===== config.mk =====
export PLATFORM = sky130hd
export DESIGN_NAME = pipeline_hazard_ctrl
export DESIGN_NICKNAME = d
export VERILOG_FILES = /design/src/rtl/pipeline_hazard_ctrl.sv
export SDC_FILE = /design/constraint.sdc
export NUM_CORES = 1
export LEC_CHECK = 0
export ABC_CLOCK_PERIOD_IN_PS = 5100
export CORE_ASPECT_RATIO = 1.75
export CORE_UTILIZATION = 49
export CTS_CLUSTER_SIZE = 16
export DETAILED_ROUTE_END_ITERATION = 10
export PLACE_DENSITY = 0.94
export SETUP_SLACK_MARGIN = 0.1
export SYNTH_ARGS = -nofsm -noshare
export SYNTH_HDL_FRONTEND = slang
export SYNTH_SLANG_ARGS = --single-unit

===== constraint.sdc =====
create_clock -name clk -period 5.1 [get_ports clk]
set_clock_uncertainty 0.1 [all_clocks]
set_input_delay 0.51 -clock clk [delete_from_list [all_inputs] [get_ports clk]]
set_output_delay 0.51 -clock clk [all_outputs]
set_load 0.05 [all_outputs]

===== src/rtl/pipeline_hazard_ctrl.sv =====
// Hazard controller: load-use stall, two-slot redirect kill, memory freeze.
// Ports: clk/rst, inst_id/inst_ex, redirect_ex, mem_busy, cnt_clr in;
//        stall_if/stall_id/bubble_ex/flush_id/stall_all, hz_state, counters out.
module pipeline_hazard_ctrl #(
  parameter int CNT_W = 32
) (
  input  logic             clk,
  input  logic             rst,
  input  logic [31:0]      inst_id,
  input  logic [31:0]      inst_ex,
  input  logic             redirect_ex,
  input  logic             mem_busy,
  input  logic             cnt_clr,
  output logic             stall_if,
  output logic             stall_id,
  output logic             bubble_ex,
  output logic             flush_id,
  output logic             stall_all,
  output logic [1:0]       hz_state,
  output logic [CNT_W-1:0] cycle_cnt,
  output logic [CNT_W-1:0] instret_cnt,
  output logic [CNT_W-1:0] stall_cnt
);

  localparam logic [1:0] S_RUN   = 2'd0;
  localparam logic [1:0] S_KILL  = 2'd1;
  localparam logic [1:0] S_MWAIT = 2'd2;

  localparam logic [6:0] OP_LOAD   = 7'b0000011;
  localparam logic [6:0] OP_STORE  = 7'b0100011;
  localparam logic [6:0] OP_BRANCH = 7'b1100011;
  localparam logic [6:0] OP_REG    = 7'b0110011;
  localparam logic [6:0] OP_LUI    = 7'b0110111;
  localparam logic [6:0] OP_AUIPC  = 7'b0010111;
  localparam logic [6:0] OP_JAL    = 7'b1101111;

  logic [1:0] sv_state;
  logic [1:0] nxt_state;
  logic [1:0] eff_state;
  logic       v_ex;
  logic       v_mem;

  logic [6:0] op_id;
  logic [6:0] op_ex;
  logic [4:0] rd_ex;
  logic [4:0] rs1_id;
  logic [4:0] rs2_id;
  logic       id_rs1;
  logic       id_rs2;
  logic       load_use;
  logic       unused_bits;

  assign op_id  = inst_id[6:0];
  assign rs1_id = inst_id[19:15];
  assign rs2_id = inst_id[24:20];
  assign op_ex  = inst_ex[6:0];
  assign rd_ex  = inst_ex[11:7];

  assign unused_bits = ^{inst_id[31:25], inst_id[14:7],
                         inst_ex[31:12]};

  assign id_rs1 = !(op_id == OP_LUI || op_id == OP_AUIPC ||
                    op_id == OP_JAL);
  assign id_rs2 = (op_id == OP_REG) || (op_id == OP_STORE) ||
                  (op_id == OP_BRANCH);

  assign load_use = v_ex && (op_ex == OP_LOAD) && (rd_ex != 5'd0) &&
                    ((rd_ex == rs1_id && id_rs1) ||
                     (rd_ex == rs2_id && id_rs2));

  // Leaving MWAIT behaves as the saved state in the same cycle.
  assign eff_state = (hz_state == S_MWAIT) ? sv_state : hz_state;

  logic go;
  logic c_mb;
  logic c_kill;
  logic c_redir;
  logic c_lu;

  assign go      = !rst && !mem_busy;
  assign c_mb    = !rst && mem_busy;
  assign c_kill  = go && (eff_state == S_KILL);
  assign c_redir = go && (eff_state == S_RUN) && redirect_ex && v_ex;
  assign c_lu    = go && (eff_state == S_RUN) && !c_redir && load_use;

  assign stall_all = mem_busy;

  always_comb begin
    stall_if  = 1'b0;
    stall_id  = 1'b0;
    bubble_ex = 1'b0;
    flush_id  = 1'b0;
    nxt_state = S_RUN;
    unique case (1'b1)
      rst: begin
        nxt_state = S_RUN;
      end
      c_mb: begin
        stall_if  = 1'b1;
        stall_id  = 1'b1;
        nxt_state = S_MWAIT;
      end
      c_kill: begin
        flush_id  = 1'b1;
        nxt_state = S_RUN;
      end
      c_redir: begin
        flush_id  = 1'b1;
        nxt_state = S_KILL;
      end
      c_lu: begin
        stall_if  = 1'b1;
        stall_id  = 1'b1;
        bubble_ex = 1'b1;
        nxt_state = S_RUN;
      end
      default: begin
        nxt_state = S_RUN;
      end
    endcase
  end

  always_ff @(posedge clk) begin
    if (rst) begin
      hz_state <= S_RUN;
      sv_state <= S_RUN;
      v_ex     <= 1'b0;
      v_mem    <= 1'b0;
    end else begin
      hz_state <= nxt_state;
      if (mem_busy && hz_state != S_MWAIT)
        sv_state <= hz_state;
      if (!mem_busy) begin
        v_mem <= v_ex;
        v_ex  <= !(flush_id | bubble_ex);
      end
    end
  end

  always_ff @(posedge clk) begin
    if (rst || cnt_clr) begin
      cycle_cnt   <= '0;
      instret_cnt <= '0;
      stall_cnt   <= '0;
    end else begin
      cycle_cnt <= cycle_cnt + CNT_W'(1);
      if (v_mem && !mem_busy)
        instret_cnt <= instret_cnt + CNT_W'(1);
      if (stall_if)
        stall_cnt <= stall_cnt + CNT_W'(1);
    end
  end

endmodule


==> flow_summary.ini <==
[outcome]
status = finished, final reports clean

[placement]
hpwl_mm = 9.36
gp_congestion = 0.870
portBuffers = 136

[logic_synthesis]
yosysWarnings = 0
async_reset_ff_share_pct = 0
syn_inst = 567
ys_ff_latch = 102
syn_avg_cell_area_um2 = 8.56
syn_area_um2 = 4850
synth_edf_count = 0
seq_area_frac_synth_pct = 42.1
synth_ff_type = dfxtp_1
synthesis.nets = 639
ys_types = 49

[die]
start_util_pct = 50.9
die_area_um2 = 10300
fp.dieH_um = 134
rows = 47
coreArea_um2 = 9530
ios = 172
die_w_um = 77.2

[finish]
seqCellArea_um2 = 2040
area_delta_synth_final_pct = 35.0
nets = 761
nFillCells = 731
num_antenna_cells = 0
drive_gt1_share_pct = 3.75
multi_input_area_um2 = 2660

[detailed_routing]
drt_wl_total_mm = 12.7
ant_nets = 0
routedWlPerCell_um = 15.6
route.detailed.drc = 0
num_vias = 4729
dr.pass1.iters = 5
vias_per_cell = 5.80
drtIter0Drc = 257

[clock_network]
holdBufCountCts = 0
cts_tree = done
cts_buffer_depth = 2
cts_root_buffer = clkbuf_16
cts.sinks = 102
h-tree-depth = 3
postCtsSetupBuffers = 0
cts_buffers = 9
clk_latency_ns = 0.34
clkSlewWorstSetupHoldPaths_ns = 0.07
cts_resized = 0

[global_routing]
track_usage_pct = 24.5
grt_max_degree = 63
grt.overflow.total = 0
grt_pass1_wl_mm = 20.5
antenna_found_initial = 0
grt_pass1_vias = 4513

[job]
cap_viol_max_count = 0

[min_path]
holdCritPathClass = reg2reg

[critical_path]
critical_path_class = in2out
cp-end-kind = output port
start_kind = input port
cp.required_ns = 4.49
worstPathArrival_ns = 3.04
critPathMaxFanout = 13

[timing]
hold_viol_final = 0
slew_viol_final = 0
finalCritPeriodShare_pct = 71.5
finalSetupTns_ns = 0
maxSlewHeadroom_pct = 23.5
fmax_mhz = 274
tightest_slew_ns = 1.15
rsz0062_at_grt = false
fin_crit_ns = 3.65
setup_viol = 0

[pwr]
power.density_nw_per_um2 = 245
leakage_nw = 2.12
peakVddDrop_v = 0.000195
power.total_mw = 1.61
[path summary, 6_finish.rpt]
check	start	endpoint	slack (ns)	cells after the start
max	mem_busy	bubble_ex	1.45	6
min	stall_cnt[26]	stall_cnt[26]	0.41	2
max reg2reg	stall_cnt[0]	stall_cnt[24]	2.52	7
min reg2reg	stall_cnt[26]	stall_cnt[26]	0.41	2
[cell usage in the layout, fill, tap and decap left out, types with 3 or more instances in the layout]
cell / count
nand3_1: 34
clkbuf_16: 9
nand2b_1: 3
or4_1: 6
or3_1: 25
o21ai_0: 17
nor3_1: 6
nand4_1: 32
nor4_1: 6
xnor2_1: 19
and2_1: 6
a21oi_1: 33
o31ai_1: 6
nor4b_1: 3
nand2_1: 40
and3_1: 17
xor2_1: 50
dfxtp_1: 102
nor2b_1: 3
clkdlybuf4s50_1: 136
ha_1: 3
mux2i_1: 3
and4_1: 11
nor2_1: 81
o21ai_1: 10
[final cells by class]
| cell class | instances | share of cell area [%] |
|---|---|---|
| clock buffer | 9 | 3.44 |
| clock inverter | 7 | 1.32 |
| inverter | 2 | 0.115 |
| multi-input combinational | 436 | 40.6 |
| sequential | 102 | 31.2 |
| tap | 122 | 2.33 |
| timing repair buffer | 138 | 21.0 |
[cells by family after synthesis]
kind of cell    synth area share, %
compound gates                 9.34
buf+inv                        3.09
flops                          42.1
mux                           0.619
xor+xnor                       12.5
simple gates                   31.6
fa+ha+maj                     0.774
[metal layers]
layer	part of all wire, %	track usage (%)
met4	2.9	12.2
met5	0	0
met2	56	45.5
met3	5.2	4.86
met1	36	25.5
[cells in the mapped netlist, types with 4 or more instances]
master    count  area, µm²
nand2_1      40        150
xnor2_1      19        166
o21ai_1      10       50.1
and4_1       11       96.3
o31ai_1       6       45.0
or4_1         6       45.0
o21ai_0      17       85.1
buf_6         4       45.0
clkbuf_1     17       63.8
nor2_1       81        304
nor3_1        6       30.0
xor2_1       50        438
nand3_1      34        170
nor4_1        6       37.5
dfxtp_1     102       2040
nand4_1      32        200
a21oi_1      33        165
and2_1        6       37.5
and3_1       17        106
or3_1        25        156
[worst max-delay path: stages]
cell	delay (ns)
clkdlybuf4s50_1	0.66
nor3_2	0.31
nand2_1	0.10
or4_1	0.52
nor2_1	0.11
clkdlybuf4s50_1	0.81
[flip-flops by register name (all words and copies together) (netlist names)]
name and flops:
cycle_cnt 32, hz_state 2, instret_cnt 32, stall_cnt 32, sv_state 2, v_ex 1, v_mem 1
[per-stage QoR]
stage / hold slack, ns / worst slack, ns / instance area (µm²) / util (%) / instances
4_1_cts: 0.407 / 1.44 / 6550 / 68.7 / 816
6_report: 0.414 / 1.45 / 6550 / 68.7 / 816
3_3_place_gp: 0.379 / 1.52 / 6240 / 65.5 / 800
2_1_floorplan: 0.351 / 1.94 / 4850 / - / 567
5_1_grt: 0.446 / 1.33 / 6550 / 68.7 / 816
3_5_place_dp: 0.397 / 1.45 / 6240 / 65.5 / 800
[where the power goes]
| group | internal (mW) | switching (mW) | leakage, nW | total, mW |
|---|---|---|---|---|
| Combinational | 0.0423 | 0.0533 | 1.15 | 0.0956 |
| Sequential | 0.799 | 0.00413 | 0.822 | 0.803 |
| Clock | 0.392 | 0.315 | 0.150 | 0.707 |
| Total | 1.23 | 0.372 | 2.12 | 1.61 |
Power figures use the tool's default switching activity.
